[config.mk]
export PLATFORM = sky130hd
export DESIGN_NAME = pll_reset_sequencer
export DESIGN_NICKNAME = d
export VERILOG_FILES = /design/src/rtl/pll_reset_sequencer.sv
export SDC_FILE = /design/constraint.sdc
export NUM_CORES = 1
export LEC_CHECK = 0
export CAP_MARGIN = 10
export CORE_ASPECT_RATIO = 1.25
export CORE_UTILIZATION = 30
export CTS_BUF_LIST = sky130_fd_sc_hd__clkbuf_2
export DETAILED_ROUTE_END_ITERATION = 8
export PLACE_DENSITY = 0.47
export SLEW_MARGIN = 20
export SYNTH_ARGS = -nofsm -noshare
export SYNTH_HDL_FRONTEND = slang
export SYNTH_SLANG_ARGS = --single-unit
[constraint.sdc]
create_clock -name clk -period 4.4 [get_ports clk]
set_clock_uncertainty 0.1 [all_clocks]
set_input_delay 0.88 -clock clk [delete_from_list [all_inputs] [get_ports clk]]
set_output_delay 0.88 -clock clk [all_outputs]
set_load 0.05 [all_outputs]
[src/rtl/pll_reset_sequencer.sv]
// PLL bring-up sequencer: waits for a live reference, pulses PLL reset, qualifies lock,
// and only then releases the reset of the logic clocked by the PLL output.
module pll_reset_sequencer #(
   parameter int PLL_RST_CYCLES     = 16,
   parameter int LOCK_TIMEOUT       = 65536,
   parameter int LOCK_STABLE_CYCLES = 1024,
   parameter int REF_TIMEOUT        = 64,
   parameter int RETRY_LIMIT        = 7
) (
   input  logic       clk,
   input  logic       reset_n,
   input  logic       pll_lock,
   input  logic       ref_toggle,
   input  logic       restart,
   output logic       pll_reset,
   output logic       sys_reset_n,
   output logic       ready,
   output logic       fault,
   output logic [3:0] retry_count
);

   localparam int RST_W    = $clog2(PLL_RST_CYCLES + 1);
   localparam int LOCK_W   = $clog2(LOCK_TIMEOUT + 1);
   localparam int STABLE_W = $clog2(LOCK_STABLE_CYCLES + 1);
   localparam int REF_W    = $clog2(REF_TIMEOUT + 1);

   localparam logic [RST_W-1:0]    RST_LAST    = RST_W'(PLL_RST_CYCLES - 1);
   localparam logic [LOCK_W-1:0]   LOCK_LAST   = LOCK_W'(LOCK_TIMEOUT - 1);
   localparam logic [STABLE_W-1:0] STABLE_LAST = STABLE_W'(LOCK_STABLE_CYCLES - 1);
   localparam logic [REF_W-1:0]    REF_MAX     = REF_W'(REF_TIMEOUT);
   localparam logic [3:0]          RETRY_MAX   = 4'(RETRY_LIMIT);

   typedef enum logic [2:0] {
      WAIT_REF,
      PLL_RST,
      WAIT_LOCK,
      STABLE,
      RUN,
      FAULT
   } state_t;

   state_t state;
   state_t next_state;

   logic [1:0]          rst_sync;
   logic                active;
   logic                lock_meta;
   logic                lock_sync;
   logic                ref_meta;
   logic                ref_sync;
   logic                ref_prev;
   logic                ref_edge;
   logic                ref_seen;
   logic                ref_ok;
   logic [REF_W-1:0]    ref_cnt;
   logic [RST_W-1:0]    rst_cnt;
   logic [LOCK_W-1:0]   lock_cnt;
   logic [STABLE_W-1:0] stable_cnt;
   logic [3:0]          retry_next;
   logic [3:0]          retry_inc;

   // Reset release is synchronized so the FSM leaves reset cleanly two edges after reset_n rises.
   always_ff @(posedge clk or negedge reset_n) begin
      if (!reset_n) begin
         rst_sync <= 2'b00;
      end else begin
         rst_sync <= {rst_sync[0], 1'b1};
      end
   end

   assign active = rst_sync[1];

   always_ff @(posedge clk or negedge reset_n) begin
      if (!reset_n) begin
         lock_meta <= 1'b0;
         lock_sync <= 1'b0;
         ref_meta  <= 1'b0;
         ref_sync  <= 1'b0;
         ref_prev  <= 1'b0;
      end else begin
         lock_meta <= pll_lock;
         lock_sync <= lock_meta;
         ref_meta  <= ref_toggle;
         ref_sync  <= ref_meta;
         ref_prev  <= ref_sync;
      end
   end

   assign ref_edge = ref_sync ^ ref_prev;

   // ref_seen keeps a quiet reference after reset from looking alive before its first edge.
   always_ff @(posedge clk or negedge reset_n) begin
      if (!reset_n) begin
         ref_cnt  <= '0;
         ref_seen <= 1'b0;
      end else begin
         if (ref_edge) begin
            ref_seen <= 1'b1;
         end
         if ((active && restart) || ref_edge) begin
            ref_cnt <= '0;
         end else if (ref_cnt != REF_MAX) begin
            ref_cnt <= ref_cnt + REF_W'(1);
         end
      end
   end

   assign ref_ok    = ref_seen && (ref_cnt < REF_MAX);
   assign retry_inc = retry_count + 4'd1;

   always_comb begin
      next_state = state;
      retry_next = retry_count;
      if (!active) begin
         next_state = state;
      end else if (restart) begin
         next_state = WAIT_REF;
         retry_next = 4'd0;
      end else begin
         case (state)
            WAIT_REF: begin
               if (ref_ok) next_state = PLL_RST;
            end
            PLL_RST: begin
               if (!ref_ok) next_state = WAIT_REF;
               else if (rst_cnt == RST_LAST) next_state = WAIT_LOCK;
            end
            WAIT_LOCK: begin
               if (!ref_ok) begin
                  next_state = WAIT_REF;
               end else if (lock_sync) begin
                  next_state = STABLE;
               end else if (lock_cnt == LOCK_LAST) begin
                  retry_next = retry_inc;
                  next_state = (retry_inc == RETRY_MAX) ? FAULT : PLL_RST;
               end
            end
            STABLE: begin
               if (!ref_ok) begin
                  next_state = WAIT_REF;
               end else if (!lock_sync) begin
                  next_state = WAIT_LOCK;
               end else if (stable_cnt == STABLE_LAST) begin
                  next_state = RUN;
                  retry_next = 4'd0;
               end
            end
            RUN: begin
               if (!lock_sync || !ref_ok) next_state = WAIT_REF;
            end
            FAULT: begin
               next_state = FAULT;
            end
            default: begin
               next_state = WAIT_REF;
            end
         endcase
      end
   end

   // Every state change zeroes the phase counters, so each one only ever counts inside its own state.
   always_ff @(posedge clk or negedge reset_n) begin
      if (!reset_n) begin
         rst_cnt    <= '0;
         lock_cnt   <= '0;
         stable_cnt <= '0;
      end else if (active) begin
         if (restart || (next_state != state)) begin
            rst_cnt    <= '0;
            lock_cnt   <= '0;
            stable_cnt <= '0;
         end else begin
            case (state)
               PLL_RST:   rst_cnt    <= rst_cnt + RST_W'(1);
               WAIT_LOCK: lock_cnt   <= lock_cnt + LOCK_W'(1);
               STABLE:    stable_cnt <= stable_cnt + STABLE_W'(1);
               default:   ;
            endcase
         end
      end
   end

   // Outputs are decoded from next_state so they switch on the same edge as the state itself.
   always_ff @(posedge clk or negedge reset_n) begin
      if (!reset_n) begin
         state       <= WAIT_REF;
         retry_count <= 4'd0;
         pll_reset   <= 1'b1;
         sys_reset_n <= 1'b0;
         ready       <= 1'b0;
         fault       <= 1'b0;
      end else begin
         state       <= next_state;
         retry_count <= retry_next;
         pll_reset   <= (next_state == WAIT_REF) || (next_state == PLL_RST) || (next_state == FAULT);
         sys_reset_n <= (next_state == RUN);
         ready       <= (next_state == RUN);
         fault       <= (next_state == FAULT);
      end
   end

endmodule

==> parameters.txt <==
Parameter                              Value

Floorplanning
  I/O pin count ... 13
  Die height ... 121.3 microns
  Die width ... 97.46 microns
  Core box area ... 11080 sq um
  Floorplan die area ... ~12000 sq um
  Starting Density ... 30.83%
  Number of rows created at floorplan ... 43

Critical path
  Critical Path, Cell by Cell ... and3_1 > nor4b_1 > buf_4 > and3_1 > nand2_1 > nor2_1 > ha_1 > nand4bb_1 > or4_1 > o32ai_1 > o21ai_2 > buf_4 > a41oi_1 > o32ai_1
  Crit-path max FO ... 12
  Arrival time at the worst endpoint ... 4.32 ns
  Slowest stage cell on the critical path ... dfrtp_1
  Maximum cell stage delay along the critical path ... 0.44 ns
  WS Path Type ... reg2reg
  Buf/Inv on CP ... 2
  Crit start category ... flip-flop
  Critical Path Sink Type ... flip-flop
  Required time at the endpoint of the critical path ... 4.72 ns
  Critical path's top delay family ... simple AND/OR/NAND/NOR gates

Synth
  Total number of yosys warnings ... 0
  Number of distinct library cell variants in the gate-level netlist after synthesis ... 63
  Synthesized flop and latch total ... 58
  Synth top area share ... 41.74%
  Register area share after synthesis ... between 40% and 50%
  Nets in the synthesized netlist ... 385
  Flip-flop cell with the highest count after synthesis ... dfrtp_1
  Post-Synthesis Cell Area ... approximately 3400 sq um
  Library cell with the largest summed area after synthesis ... dfrtp_1
  Number of synthesized flops with an enable pin ... 0
  Proportion of register bits with asynchronous set or reset after synthesis ... 100.0%
  Post-Synthesis Cells ... 371
  Largest cells by area after synthesis ... dfrtp_1 42%, nand4_1 4.2%, nand3_1 3.8%
  Average footprint of a synthesized cell ... slightly above 9 sq um

STA
  Worst slew pin tran ... 0.7903 ns
  Unrepaired setup endpoints after global routing ... no
  Max transition margin ... 46.83%
  Max Clock Freq ... 0.2498 GHz
  Endpoints failing setup ... 0
  Count of final hold-check violations ... 0
  Final setup TNS ... 0 ns
  Max-slew violation count ... 0
  Period minus WS final ... 4.004 ns
  Worst Slack Setup Final ... 0.3962 ns
  Part of the cycle the worst path needs ... about nine tenths

Layout
  Number of fill cells in the layout ... between 1000 and 1500
  Most common library cell in the layout ignoring fill and taps ... dfrtp_1
  Fraction of final layout cells with drive strength greater than 1 ... 10.77%
  Commonest non-fill, non-tap cells in the layout ... 57 x dfrtp_1, 31 x nand2_1, 27 x inv_1
  Final cell count without fillers ... 525
  Layout area overhead ... 11.35%
  Final-stage net count ... 400
  Inserted Diodes ... 0
  Summed area of non-filler cells in the final layout ... 3805 sq um

CTS
  Clock Latency Late Sink ... 0.53 ns
  TritonCTS clock tree ... done
  Post-cts sizing count ... 0
  Max clock buf depth ... 2
  Total clock sinks ... 58
  Clock slew at reported path FFs ... ~0.17 ns
  Root Driver ... clkbuf_2
  Post-CTS setup buffer count ... 0
  H-tree lvl count ... 3
  TritonCTS buffer count ... 9
  Number of hold-repair buffers added at the cts stage ... 0

Power and ir drop
  P_leak ... 1.478 nW
  Clock share of power ... 31.9%
  Relative contribution of sequential cells to total power ... between 50% and 60%
  Switching share of power ... a little under a third
  Total Power Consumption ... 1.048 mW
  Internal Power ... 0.7319 mW
  Peak supply drop ... 0.1139 mV
  Logic pwr share ... 13.9%
  Power density cells ... 275.4 nW/um^2
  Switching component of the power ... around 0.32 mW

Detailed routing
  DR pass1 iterations ... 4
  Per-cell via count in the routed design ... around 5.5
  Final routed wirelength across all metal layers ... roughly 8500 microns
  Number of DRC violations after detailed routing ... 0
  Routed length per placed instance ... 16.24 microns
  Antenna-violating nets left ... 0
  Violation count after the first detailed-routing iteration ... 192
  Via count ... 2884

GRT
  Pin count of the biggest net entering global routing ... 36
  Total grt overflow ... 0
  Number of global-route vias before repair ... 2776
  Total routing usage reported by global routing ... 15.55%
  Wire length of the first global-routing pass ... 14270 microns
  Number of antenna violations at the first check in global routing ... 0

Placement
  Number of input and output port buffers inserted ... 12
  Area of placed instances ... 3706 sq um
  Final GP Congestion ... 0.7957
  Setup slack at placement ... about 0.43 ns
  Total instance count after detailed placement ... 510
  Half-perimeter wire length after placement ... 5897 microns

Outcome
  Result of the run ... complete, no violations

Worst hold path
  Worst hold path class ... in2async

Run
  Max Cap Viol ... 0
[cell type report]
type | count | area (sq um) | share of cell area, %
Clock buffer | 11 | 55.05 | 1.447
Clock inverter | 4 | 43.79 | 1.151
Inverter | 28 | 105.1 | 2.762
Multi-Input combinational cell | 262 | 1752 | 46.04
Sequential cell | 58 | 1453 | 38.18
Tap cell | 135 | 168.9 | 4.439
Timing Repair Buffer | 27 | 227.7 | 5.985
[registers in the layout (all words and copies together) (netlist names)]
register / cells
lock_cnt: 17
retry_count: 4
ready: 1
rst_cnt: 5
rst_sync: 2
ref_prev: 1
lock_meta: 1
pll_reset: 1
ref_cnt: 7
stable_cnt: 11
state: 3
ref_sync: 1
ref_meta: 1
fault: 1
ref_seen: 1
lock_sync: 1
[synthesized netlist by cell type (all sizes together) (3+ instances only)]
library cell,number
a211oi,3
a21o,3
a21oi,13
a31oi,3
a41oi,14
and2,8
and3,7
buf,15
clkbuf,8
dfrtp,57
ha,9
inv,27
mux2i,7
nand2,31
nand2b,7
nand3,27
nand4,23
nor2,23
nor3,6
nor3b,3
nor4b,3
o21ai,7
o22ai,14
o2bb2ai,5
o311ai,8
o32ai,3
xnor2,4
[power groups by stage]
stage | Clock (mW) | Combinational, mW | Sequential [mW]
global route | 0.374 | 0.160 | 0.571
finish | 0.334 | 0.146 | 0.568
CTS | 0.353 | 0.148 | 0.569
floorplan | 0 | 0.0763 | 0.593
global placement | 0 | 0.147 | 0.579
detailed placement | 0 | 0.148 | 0.578
[cell families (layout without fill, tap and decap cells)]
family,Yosys count,count (layout),share of synthesized area (%)
AOI/OAI and AO/OA,88,88,19.92
xor gates and xnor gates,6,6,1.538
adders and majority gates,9,9,3.296
buffers and inverters,51,70,6.334
DFF,58,58,42.51
muxes,8,8,2.380
other,1,1,0.1097
and+or+nand+nor,150,150,23.91
[per-stage QoR]
stage / hold slack (ns) / utilization, %
2_1_floorplan: 0.2312 / -
3_3_place_gp: 0.2359 / 33.44
3_5_place_dp: 0.2356 / 33.44
4_1_cts: 0.2212 / 34.33
5_1_grt: 0.2348 / 34.33
6_report: 0.2492 / 34.33
[routing by layer]
metal | up-vias | wire (microns) | global-route usage, % | share of wire [%]
met5 | - | 0 | 0 | 0
met4 | 0 | 125 | 6.250 | 1.5
met3 | 12 | 324 | 4.205 | 3.8
met2 | 56 | 4140 | 25.57 | 49
met1 | 1396 | 3933 | 19.29 | 46
li1 | 1420 | - | - | -
[final timing paths]
| path | from | endpoint | slack [ns] | cells past startpoint |
|---|---|---|---|---|
| max in group asynchronous | reset_n | stable_cnt[8] | 3.09 | 2 |
| setup reg to reg | lock_cnt[9] | lock_cnt[16] | 0.40 | 14 |
| setup / recovery | lock_cnt[9] | lock_cnt[16] | 0.40 | 14 |
| hold / removal | reset_n | lock_meta | 0.25 | 1 |
| min in group clk | ref_meta | ref_sync | 0.27 | 0 |
| hold reg to reg | ref_meta | ref_sync | 0.27 | 0 |
(Power assumes the default switching activity.)
==> patch 1 (same settings) <==
One comparison of `rst_cnt` changes from == to >=.
--- a/src/rtl/pll_reset_sequencer.sv
+++ b/src/rtl/pll_reset_sequencer.sv
@@ -123,7 +123,7 @@
             end
             PLL_RST: begin
                if (!ref_ok) next_state = WAIT_REF;
-               else if (rst_cnt == RST_LAST) next_state = WAIT_LOCK;
+               else if (rst_cnt >= RST_LAST) next_state = WAIT_LOCK;
             end
             WAIT_LOCK: begin
                if (!ref_ok) begin
Check against the original RTL: same outputs for any inputs over 10 cycles, from zero or initial values and one cycle with reset_n low; that may be too few to reach the edited logic, so the function may still have changed.
==> patch 1 against the unedited design <==
  * Setup slack better by 370 ps
  * Clock power is 20% lower
  * Non-clock buffer count is 10 lower
  * Worst hold slack better by 13 ps
  * Routed wire length is 13% lower
  * Total power is 9.4% lower
  * Cell area is 6.3% lower
  * Synthesized area is 5.1% lower
  * Synthesized cell count is 7.5% lower
  * Sequential cell count stayed put
  * Critical endpoint is now stable_cnt[6]
  * Highest routed layer unchanged
==> patch 1: results (changes against the unedited design) <==
synth_nets: 357  # -7.3%
layout.nets: 371  # -7.2%
cp_max_fo: 16  # +4
multi_input_area_mm2: 0.001653  # -5.6%
grt_first_pass_wirelength_um: 12830  # -10%
n_all_inverters: 17  # -39%
clock_insertion_delay_worst_skew_ps: 490  # -40 ps
viasPerCell: 5.263  # -4.2%
fin_cells: 494  # -5.9%
seq_cell_count: 58  # unchanged
synth_cell_types: 58  # -7.9%
n_all_buffers: 17  # -37%
peakVddDrop_uv: 88.23  # -23%
dpl_cell_area_mm2: 0.003487  # -5.9%
p_per_area_mw_per_mm2: 266.4  # -3.3%
synth_compound_area_share_pct: 17.09  # -2.8 points
avgSynthCellArea_um2: 9.455  # +2.7%
wl_per_cell_um: 15.05  # -7.3%
pwr-share-comb_pct: 12.3  # -1.6 points
synth_xor_area_share_pct: 1.620  # +0.082 points
buffer_area_share_pct: 4.282  # -1.7 points
status: "finished clean"
relSlewSlack_pct: 39.49  # -7.3 points
gp_congestion: 0.8644  # +8.6%
slowest_stage: "a311o_1"
==> patch 1: changes by cell type in the layout (fill, tap and decap cells not counted), moves of 4 or more <==
cell	unedited run	this run
o21ai_0	2	10
nor3_1	6	12
o22ai_1	14	1
a41oi_1	14	0
nand4_1	23	9
and2_1	8	0
inv_1	27	16
or3_1	1	9
buf_4	15	5
o311ai_1	6	1
nor2_1	23	27
a31oi_1	3	11
==> patch 1: path summary, 6_finish.rpt <==
check	startpoint	depth (start not counted)	slack [ps]	endpoint
setup / recovery	lock_cnt[1]	11	770	stable_cnt[6]
setup reg to reg	lock_cnt[1]	11	770	stable_cnt[6]
min in group asynchronous	reset_n	1	270	lock_cnt[7]
hold reg to reg	rst_sync[0]	0	260	rst_sync[1]
hold / removal	rst_sync[0]	0	260	rst_sync[1]
max in group asynchronous	reset_n	2	3060	stable_cnt[1]
==> patch 1: routing by layer <==
metal	routed length, um	track usage (%)
met3	227	3.925
met5	0	0
met1	3423	18.67
met2	3615	23.65
met4	169	7.481
==> patch 2 (same settings) <==
Without the edit above. Change the parameter `PLL_RST_CYCLES` from 16 to 32.
--- a/src/rtl/pll_reset_sequencer.sv
+++ b/src/rtl/pll_reset_sequencer.sv
@@ -1,7 +1,7 @@
 // PLL bring-up sequencer: waits for a live reference, pulses PLL reset, qualifies lock,
 // and only then releases the reset of the logic clocked by the PLL output.
 module pll_reset_sequencer #(
-   parameter int PLL_RST_CYCLES     = 16,
+   parameter int PLL_RST_CYCLES     = 32,
    parameter int LOCK_TIMEOUT       = 65536,
    parameter int LOCK_STABLE_CYCLES = 1024,
    parameter int REF_TIMEOUT        = 64,
Check against the original RTL: no difference found for any inputs over 10 cycles, from zero or initial values and one cycle with reset_n low; that may be too few to reach the edited logic, so the function may still have changed.
==> patch 2 against the unedited design <==
  * Sequential cell count is 1 higher
  * Setup slack better by 610 ps
  * Largest cell class unchanged
  * Routed wire length is 22% lower
  * Synthesized cell count is 15% lower
  * Total power is 2.5% higher
  * Critical path depth is 2 lower
  * Cell area is 5.8% lower
  * Maximum frequency is 18% higher
  * Synthesized area is 4.2% lower
  * Critical endpoint is now lock_cnt[7]
==> patch 2: results (changes against the unedited design) <==
status: "finished clean"
crit_arrival_ps: 3670  # -650 ps
synthTopCellsByCount: "dfrtp_1 (58), nand2_1 (24), nor2_1 (22), nor2_4 (20)"
synth_xor_area_share_pct: 7.228  # +5.7 points
ff2ff_path_depth: 12  # -2
clock_insertion_delay_worst_skew_ps: 490  # -40 ps
timing.fmax_mhz: 294.4  # +18%
syn_inst: 317  # -15%
grt_use_total_pct: 13.55  # -2.0 points
dp_hpwl_um: 4610  # -22%
grt_first_pass_wirelength_um: 11770  # -18%
muxShareOfSynthArea_pct: 1.338  # -1.0 points
wl_per_cell_um: 14.22  # -12%
synth_nets: 330  # -14%
routed_wirelength_um: 6657  # -22%
gp_congestion: 0.8383  # +5.4%
grt_pass1_vias: 2414  # -13%
ys_seq_area_share_pct: 45.16  # +2.7 points
p_leak_nw: 1.462  # -1.1%
ys_top_cells_by_area: "dfrtp_1 (44%), nor2_4 (6.9%), xor2_1 (4.0%)"
synth_cell_types: 56  # -11%
reg2reg_to: "lock_cnt[7]"
synth_compound_area_share_pct: 10.40  # -9.5 points
r2r_slack_ps: 1000  # +610 ps
antenna_found_initial: 1  # +1
synthAdderAreaFrac_pct: 3.059  # -0.24 points
max_stage_delay_ps: 590  # +150 ps
dpl_worst_slack_ps: 688.1  # +256.9 ps
slowest_stage: "and2_4"
layout.nets: 343  # -14%
grt_start_max_net_pins: 45  # +25%
drt-initial-drc-count: 75  # -61%
crit_start: "lock_cnt[0]"
[patch 2: cell count changes in the layout (fill, tap and decap cells not counted), sizes merged, moves of 11 or more]
cell / before / now
a41oi: 14 / 0
buf: 16 / 3
inv: 27 / 16
nand3: 27 / 13
nand4: 23 / 11
nor2: 23 / 43
nor3: 6 / 17
o22ai: 14 / 1
xor2: 2 / 15
[patch 2: report_power, final]
part	switching (mW)	internal (mW)	total (mW)
sequential	0.0252	0.562	0.587
combinational	0.0975	0.0506	0.148
clock	0.211	0.129	0.339
total	0.333	0.741	1.07
[patch 2: worst min path at each step]
stage          slack, ps         from          end
2_1_floorplan        230    lock_meta    lock_sync
3_3_place_gp         230  rst_sync[0]  rst_sync[1]
3_5_place_dp         230  rst_sync[0]  rst_sync[1]
4_1_cts              270    lock_meta    lock_sync
5_1_grt              240      reset_n   ref_cnt[3]
6_report             250      reset_n   ref_cnt[3]
[patch 2: per-stage QoR]
stage / cell area, um^2 / power [mW] / util [%] / hold slack [ps]
global route: 3586 / 1.134 / 33.78 / 235.4
CTS: 3581 / 1.094 / 33.73 / 266.4
floorplan: 3272 / 0.7046 / - / 231.2
global placement: 3475 / 0.7457 / 32.73 / 232.9
detailed placement: 3475 / 0.7471 / 32.73 / 234.7
finish: 3586 / 1.074 / 33.78 / 248.0
[patch 2: logic make-up after synthesis]
| logic type | Yosys count |
|---|---|
| flip-flops | 59 |
| other | 1 |
| AND/OR/NAND/NOR | 144 |
| adder cells (fa/ha/maj) | 8 |
| AO/OA/AOI/OAI | 46 |
| XOR/XNOR | 27 |
| multiplexers | 4 |
| buffers and inverters | 28 |
[patch 2: worst register-to-register path: stages (launching register included)]
cell and delay [ps]:
dfrtp_1 420, ha_1 230, nand2_1 100, nor2_1 140, nand3_1 90, nor3_1 280, ha_1 290, or3b_2 150
nor4b_1 450, a2111oi_4 120, nand4_4 260, and2_4 590, nor2_4 70
[patch 2: final cells by class]
type / instances / area (um^2)
clock buffers: 10 / 50.05
multi-input cells: 230 / 1639
well taps: 132 / 165.2
fillers: 1119 / 7029
inverters: 16 / 62.56
diodes: 1 / 2.502
repair buffers: 14 / 132.6
clock inverters: 6 / 56.30
flip-flops and latches: 59 / 1478
[patch 2: layer usage]
metal	part of all wire, %	routed length (um)	GRT usage, %	vias to the layer above
met5	0	0	0	-
met4	2.9	190	6.996	0
met3	3.0	200	3.604	17
met2	49	3230	21.52	41
met1	46	3035	16.58	1129
li1	-	-	-	1149
